<file path="src/rtl/shared_multiplier_rr.sv">
// ---------------------------------------------------------------------------
// shared_multiplier_rr
//
// Time-shared signed multiplier for an array of pipeline blocks. Active
// requesters are arbitrated round-robin, and at most one is granted per
// cycle. The granted operands pass through a product pipeline mul_stages
// deep. A result stage then rescales the product by frac_shift with
// round-half-up rounding and, optionally, saturates it. The registered
// result is broadcast to every client, and a one-hot done pulse names the
// client that owns it.
//
// Ports:
//   clk        system clock
//   reset      asynchronous, active-high reset
//   req        per-client request level, held until that client's done
//   a_flat     operand A, lane i at [i*data_width +: data_width]
//   b_flat     operand B, same packing
//   result     scaled, rounded, optionally saturated product (broadcast)
//   prod_full  unscaled full signed product (broadcast)
//   done       one-hot completion pulse, bit i = client i owns the result
//   sat        high with done when the scaled value was clamped
//   busy       high while any client has an operation in flight
// ---------------------------------------------------------------------------
module shared_multiplier_rr #(
  parameter int n_clients  = 4,
  parameter int data_width = 16,
  parameter int mul_stages = 1,
  parameter int frac_shift = 15,
  parameter int saturate   = 1
) (
  input  logic                            clk,
  input  logic                            reset,
  input  logic [n_clients-1:0]            req,
  input  logic [n_clients*data_width-1:0] a_flat,
  input  logic [n_clients*data_width-1:0] b_flat,
  output logic [data_width-1:0]           result,
  output logic [2*data_width-1:0]         prod_full,
  output logic [n_clients-1:0]            done,
  output logic                            sat,
  output logic                            busy
);

  localparam int IW  = (n_clients > 1) ? $clog2(n_clients) : 1;
  localparam int PW  = 2 * data_width;
  localparam int SW  = PW + 1;
  localparam int RSH = (frac_shift > 0) ? frac_shift - 1 : 0;
  localparam logic [IW-1:0] LAST_IDX = IW'(n_clients - 1);

  // Clamp limits, widened to the rounding width so the compare cannot overflow.
  localparam logic signed [SW-1:0] SAT_MAX =
    {{(SW-data_width+1){1'b0}}, {(data_width-1){1'b1}}};
  localparam logic signed [SW-1:0] SAT_MIN =
    {{(SW-data_width+1){1'b1}}, {(data_width-1){1'b0}}};
  localparam logic [data_width-1:0] RES_MAX = {1'b0, {(data_width-1){1'b1}}};
  localparam logic [data_width-1:0] RES_MIN = {1'b1, {(data_width-1){1'b0}}};

  // Arbitration state
  logic [IW-1:0]          ptr;
  logic [n_clients-1:0]   in_flight;
  logic [n_clients-1:0]   eligible;
  logic [n_clients-1:0]   grant_onehot;
  logic [n_clients-1:0]   in_flight_next;
  logic                   grant_valid;
  logic [IW-1:0]          grant_idx;
  logic [IW-1:0]          cand_idx;
  logic                   hit;
  logic [data_width-1:0]  sel_a;
  logic [data_width-1:0]  sel_b;

  // Operand capture stage
  logic                   s0_valid;
  logic [IW-1:0]          s0_idx;
  logic [data_width-1:0]  s0_a;
  logic [data_width-1:0]  s0_b;

  // Product pipeline
  logic [PW-1:0]          mul_a;
  logic [PW-1:0]          mul_b;
  logic [PW-1:0]          product;
  logic [PW-1:0]          prod_pipe [1:mul_stages];
  logic                   vld_pipe  [1:mul_stages];
  logic [IW-1:0]          idx_pipe  [1:mul_stages];

  // Rescale / saturate
  logic [PW-1:0]          p_last;
  logic signed [SW-1:0]   ext_p;
  logic signed [SW-1:0]   rnd_add;
  logic signed [SW-1:0]   rnd_sum;
  logic signed [SW-1:0]   scaled;
  logic                   sat_hi;
  logic                   sat_lo;
  logic [data_width-1:0]  scaled_res;
  logic [n_clients-1:0]   done_next;

  // Round-robin search: first eligible client above the pointer, wrapping.
  always_comb begin
    eligible    = req & ~in_flight;
    grant_valid = 1'b0;
    grant_idx   = ptr;
    cand_idx    = '0;
    hit         = 1'b0;
    for (int k = 1; k <= n_clients; k++) begin
      cand_idx    = IW'((int'(ptr) + k) % n_clients);
      hit         = eligible[cand_idx] & ~grant_valid;
      grant_idx   = hit ? cand_idx : grant_idx;
      grant_valid = grant_valid | hit;
    end
  end

  // One-hot grant and AND-OR operand selection for the granted lane.
  always_comb begin
    grant_onehot = '0;
    sel_a        = '0;
    sel_b        = '0;
    for (int i = 0; i < n_clients; i++) begin
      grant_onehot[i] = grant_valid & (grant_idx == IW'(i));
      sel_a = sel_a | (a_flat[i*data_width +: data_width] & {data_width{grant_onehot[i]}});
      sel_b = sel_b | (b_flat[i*data_width +: data_width] & {data_width{grant_onehot[i]}});
    end
  end

  // A completing client releases its slot on the edge that ends its done cycle.
  always_comb begin
    in_flight_next = (in_flight | grant_onehot) & ~done;
  end

  // Arbitration state and operand capture; operands are sampled only at grant.
  always_ff @(posedge clk or posedge reset) begin
    if (reset) begin
      ptr       <= LAST_IDX;
      in_flight <= '0;
      busy      <= 1'b0;
      s0_valid  <= 1'b0;
      s0_idx    <= '0;
      s0_a      <= '0;
      s0_b      <= '0;
    end else begin
      in_flight <= in_flight_next;
      busy      <= |in_flight_next;
      s0_valid  <= grant_valid;
      if (grant_valid) begin
        ptr    <= grant_idx;
        s0_idx <= grant_idx;
        s0_a   <= sel_a;
        s0_b   <= sel_b;
      end else begin
        ptr    <= ptr;
        s0_idx <= s0_idx;
        s0_a   <= s0_a;
        s0_b   <= s0_b;
      end
    end
  end

  // Sign-extend to full width; the low PW bits of the product are the signed result.
  always_comb begin
    mul_a   = {{data_width{s0_a[data_width-1]}}, s0_a};
    mul_b   = {{data_width{s0_b[data_width-1]}}, s0_b};
    product = mul_a * mul_b;
  end

  // Product pipeline: stage 1 holds the product, later stages delay it.
  always_ff @(posedge clk or posedge reset) begin
    if (reset) begin
      for (int s = 1; s <= mul_stages; s++) begin
        prod_pipe[s] <= '0;
        vld_pipe[s]  <= 1'b0;
        idx_pipe[s]  <= '0;
      end
    end else begin
      prod_pipe[1] <= product;
      vld_pipe[1]  <= s0_valid;
      idx_pipe[1]  <= s0_idx;
      for (int s = 2; s <= mul_stages; s++) begin
        prod_pipe[s] <= prod_pipe[s-1];
        vld_pipe[s]  <= vld_pipe[s-1];
        idx_pipe[s]  <= idx_pipe[s-1];
      end
    end
  end

  // Round half up and shift one bit wider than the product so the sum cannot overflow.
  always_comb begin
    p_last       = prod_pipe[mul_stages];
    ext_p        = {p_last[PW-1], p_last};
    rnd_add      = '0;
    rnd_add[RSH] = (frac_shift > 0);
    rnd_sum      = ext_p + rnd_add;
    if (frac_shift > 0) begin
      scaled = rnd_sum >>> frac_shift;
    end else begin
      scaled = ext_p;
    end
  end

  // Optional clamp to the signed data_width range; otherwise keep the low bits.
  always_comb begin
    sat_hi = (saturate != 0) && (scaled > SAT_MAX);
    sat_lo = (saturate != 0) && (scaled < SAT_MIN);
    if (sat_hi) begin
      scaled_res = RES_MAX;
    end else if (sat_lo) begin
      scaled_res = RES_MIN;
    end else begin
      scaled_res = scaled[data_width-1:0];
    end
  end

  // One-hot owner of the completing operation.
  always_comb begin
    done_next = '0;
    for (int i = 0; i < n_clients; i++) begin
      done_next[i] = vld_pipe[mul_stages] & (idx_pipe[mul_stages] == IW'(i));
    end
  end

  // Result stage: done and sat pulse for one cycle; result and prod_full hold between operations.
  always_ff @(posedge clk or posedge reset) begin
    if (reset) begin
      result    <= '0;
      prod_full <= '0;
      done      <= '0;
      sat       <= 1'b0;
    end else begin
      done <= done_next;
      if (vld_pipe[mul_stages]) begin
        result    <= scaled_res;
        prod_full <= p_last;
        sat       <= sat_hi | sat_lo;
      end else begin
        result    <= result;
        prod_full <= prod_full;
        sat       <= 1'b0;
      end
    end
  end

endmodule

</file>
<file path="config.mk">
export PLATFORM = sky130hd
export DESIGN_NAME = shared_multiplier_rr
export DESIGN_NICKNAME = d
export VERILOG_FILES = /design/src/rtl/shared_multiplier_rr.sv
export SDC_FILE = /design/constraint.sdc
export NUM_CORES = 1
export LEC_CHECK = 0
export ABC_AREA = 1
export BUFFER_PORTS_ARGS = -buffer_cell sky130_fd_sc_hd__buf_2
export CAP_MARGIN = 20
export CORE_MARGIN = 2
export CORE_UTILIZATION = 45
export CTS_CLUSTER_SIZE = 24
export DETAILED_ROUTE_END_ITERATION = 10
export PLACE_DENSITY = 0.76
export SLEW_MARGIN = 0
export SYNTH_ARGS = -nofsm -noshare
export SYNTH_HDL_FRONTEND = slang
export SYNTH_SLANG_ARGS = --single-unit
</file>
<file path="constraint.sdc">
create_clock -name clk -period 13.4 [get_ports clk]
set_input_delay 2.68 -clock clk [delete_from_list [all_inputs] [get_ports clk]]
set_output_delay 2.68 -clock clk [all_outputs]
set_load 0.03 [all_outputs]
</file>
# Yosys cells after proc, flatten, opt, wreduce, memory -nomap -nowiden
# Index checks and enable logic that the tools add are counted.
# word_totals
out_inout_bits	54
inputBits	134
wordCells	87
reg_bits	130
# op_classes
n_eq_ne	6
bitwise	37
n_mul	1
add_sub_neg	5
n_lt_le_gt_ge	6
reduce_logical	3
muxes	15
# op_table
cell	count
$and 16x16->16	8
$or 16x16->16	6
$add 32x16->33 const B	1
$mul 16x16->32	1
$mux 16	2
$gt 18x16->1 const B	1
$lt 18x16->1 const B	1
$lt 2x3->1 const B	4
$and 1x1->1	11
$and 4x4->4	2
$bmux 1 s2	4
$eq 2x2->1 const B	4
$mux 2	4
$not 4->4	2
$mux 1	5
$add 2x1->2 const B	2
$add 2x2->2 const B	2
$eq 2x1->1 const B	2
$logic_not 2->1	2
$or 1x1->1	4
$or 4x4->4	1
$reduce_or 4->1	1
$not 1->1	3

# Longest topological paths before layout
# logic_depth
ltp_word	19
ltp_mapped	28
depth_no_buf	26

# Least setup slack after synthesis
# No wires, ideal clock.
# synth_timing
path_type	register to register
startpoint	register s0_a[15]
endpoint	register prod_pipe, in the netlist p_last[28]
slack_ns	7.769
stages_incl_launch_ff	22
period_less_slack_ns	5.631
t_arrival_ns	5.514
required_time_ns	13.283
path_buffers	2
setup_time_ns	0.117
path_cell_list	dfrtp_1 > clkbuf_1 > clkbuf_1 > nand2_1 > inv_1 > fa_1 > fa_1 > inv_1 > fa_1 > fa_1 > inv_1 > fa_1 > inv_1 > fa_1 > inv_1 > ha_1 > nand2_1 > nor2_1 > nand3_1 > or2_2 > nand4_1 > nand2_1
# synth_via
elab_chain_len	1
# synth_rtl
element	line	source
start, declared	73	logic [data_width-1:0] s0_a;
start signal, assigned	144	s0_a <= sel_a;
$mul 16x16->32	159	product = mul_a * mul_b;
net product[28]	79	logic [PW-1:0] product;
end signal, assigned by index	175	prod_pipe[s] <= prod_pipe[s-1];
end, declared	80	logic [PW-1:0] prod_pipe [1:mul_stages];
# The timed path passes the listed nets, and every way through them passes these cells.
# A chain may end at the register's enable or synchronous reset.

# Final worst setup path
# layout_timing
startpoint	register s0_b[1]
endpoint	register prod_pipe, in the netlist p_last[26]
# layout_via
elab_chain_len	1
# layout_rtl
element	line	source
start, declared	74	logic [data_width-1:0] s0_b;
start signal, assigned	145	s0_b <= sel_b;
$mul 16x16->32	159	
net product[26]	79	
# The timed path passes the listed nets, and every way through them passes these cells.

==> reports/qor.yml <==
drive_above_1_share_pct: 11.3
worstMarginPinSlew_ps: 977
drv_cap: 0
detail-route-antenna-nets: 0
hold_violations: 0
synth.top_cell.area_share_pct: 32.1
clkTransAtPathRegs_ps: 60
wl_per_cell_um: 15.4
worst_path_max_delay_cell: "fa_1"
setup_violations: 0
wirelength_um: 41200
synth.distinct_cells: 40
numCtsBuffers: 17
synthArstFlopShare_pct: 100
cts_hold_buf: 0
clock_sinks: 130
io_pins: 188
drc: 0
synthTopCellsByArea: "fa_1 (32%), dfrtp_1 (20%), nand2_1 (12%)"
ctsHtreeMaxLevel: 4
grt_max_degree: 76
ys.flop_type: "dfrtp_1"
whs_path_depth: 0
slew_headroom_pct: 34.9
die_area_sq_um: 37900
path_buf_inv: 5
cts_resized: 0
nFillCells: 3329
die_h_um: 195
timing.fmax_mhz: 158
fin_area_sq_um: 18100
syn_avg_cell_area_sq_um: 7.81
num_rows: 69
diodes: 0
slew_viol_final: 0
syn_inst: 2095
cp_max_fo: 17
multi_input_area_sq_um: 10700
cp.depth: 21
fin_crit_sh_pct: 47.3
cts_tree: "built"
final.setup.tns_ps: 0
synth_top_area_cell: "fa_1"
start_util_pct: 45.9
critPathKind: "flop to flop"
netlist_area_sq_um: 16400
dpl_cell_area_sq_um: 17500
first_iter_violations: 981
layout.area.seq_sq_um: 3260
viasPerCell: 5.10
synth_seq_cells: 130
rsz0062_at_grt: "no"
fin_nets: 2688
clkLatencyLatePin_ps: 440
synth.yosys.seq_area_share_pct: 19.9
ctsRootBufferMaster: "clkbuf_16"
grt_usage_pct: 23.3
hold_class: "flop to flop"
core-area_sq_um: 35700
vias: 13700
end_kind: "flop"
cp-start-kind: "flop"
antenna_found_initial: 0
synthesis.nets: 2574
grt_pass1_wl_um: 70500
cp.arrival_ps: 6660
required_ps: 13720
clockBufferDepth: 2
postCtsSetupBuffers: 0
first_global_vias: 14700
cpPeakStageDelay_ps: 730
synth_edf_count: 0
fin_util_pct: 50.7
fin_skew_ps: 11.9
outcome: "finished, final reports clean"
portBuffers: 187
drt_first_pass_iters: 6
hpwl_um: 33100
routabilityCongestion: 0.918
crit_chain: "nand2_1 > inv_1 > fa_1 > inv_1 > fa_1 > inv_1 > fa_1 > fa_1 > fa_1 > inv_1 > fa_1 > inv_1 > ha_1 > nand2_1 > nor3_1 > nand4_1 > nand3_1 > a21o_1 > nand2_1 > nand3_1 > nand2_1"
die_w_um: 195
area_delta_synth_final_pct: 10.6
layout_min_cycle_time_ps: 6330
cp_common_cell: "fa_1"
worst_r2r_path_depth: 21
critPathTopFamily: "adder cells"
yosysWarnings: 0
grt_overflow_total: 0
-- layer usage --
layer | wire length, um | track usage (%) | vias to the layer above | part of all wire (%)
met5 | 0 | 0 | - | 0
met1 | 16200 | 28.6 | 6688 | 39
met2 | 20700 | 40.5 | 527 | 50
li1 | - | - | 6330 | -
met3 | 2620 | 3.49 | 129 | 6.3
met4 | 1680 | 10.7 | 0 | 4.1
-- state kept, by name, summed over array words and instances, names as in the netlist --
register,cells
s0_idx,2
p_last,32
s0_b,16
s0_valid,1
vld_pipe,1
busy,1
prod_full,32
in_flight,4
done,4
ptr,2
s0_a,16
result,16
idx_pipe,2
sat,1
-- kinds of logic (layout without fill, tap and decap cells) --
family	count (synthesis)	count (layout)	share of synthesized area (%)
xor+xnor	40	40	2.14
simple gates	859	859	21.5
compound gates	103	103	3.50
fa+ha+maj	345	345	38.4
buf+inv	618	745	14.5
flops	130	130	19.9
-- per-stage QoR --
step                      worst slack, ps  hold slack (ps)  std cells
after CTS                            7110              357       2682
after global routing                 6640              369       2683
final                                7070              354       2683
after floorplan                      7250              331       2095
after detailed placement             7120              344       2650
after global placement               7260              336       2649
-- path summary, 6_finish.rpt --
path / to / slack, ps / startpoint
worst max-delay path: p_last[26] / 7070 / s0_b[1]
worst min-delay path: vld_pipe / 350 / s0_valid
worst max register to register: p_last[26] / 7070 / s0_b[1]
worst min register to register: vld_pipe / 350 / s0_valid
max in group asynchronous: p_last[14] / 9710 / reset
min in group asynchronous: busy / 2300 / reset
-- cell usage after synthesis (8+ instances only) --
| master | n |
|---|---|
| buf_2 | 10 |
| nand2_1 | 541 |
| o21ai_0 | 35 |
| inv_1 | 514 |
| xnor2_1 | 14 |
| ha_1 | 83 |
| a21oi_1 | 46 |
| nand4_1 | 12 |
| xor2_1 | 26 |
| nor2_1 | 134 |
| nor3_1 | 11 |
| or2_2 | 8 |
| clkbuf_1 | 77 |
| fa_1 | 262 |
| dfrtp_1 | 128 |
| nand3_1 | 140 |
-- cells in the final DEF, fill, tap and decap left out, drive strengths merged, types with 2 or more instances in the layout --
cell type and count:
nand2 545, a31oi 3, clkbuf 21, nand3 140
dfstp 2, xnor2 14, nor2 136, nand3b 4
o21ai 36, a21o 3, buf 193, a21oi 48
a21boi 2, inv 522, nand4 12, or2 8
fa 262, nor3 12, dfrtp 128, clkinv 7
ha 83, a211oi 2, o21bai 5, nor4 2
xor2 26
-- cell type report --
cell class | instances | area share, %
Inverter | 520 | 10.8
Timing Repair Buffer | 193 | 5.53
Multi-Input combinational cell | 1347 | 59.3
Clock inverter | 11 | 0.560
Sequential cell | 130 | 18.0
Clock buffer | 21 | 2.60
Tap cell | 461 | 3.19
Power is left out: the tool's default activity adds up to more than one toggle a clock period on the data nets, which glitch-free logic cannot reach.
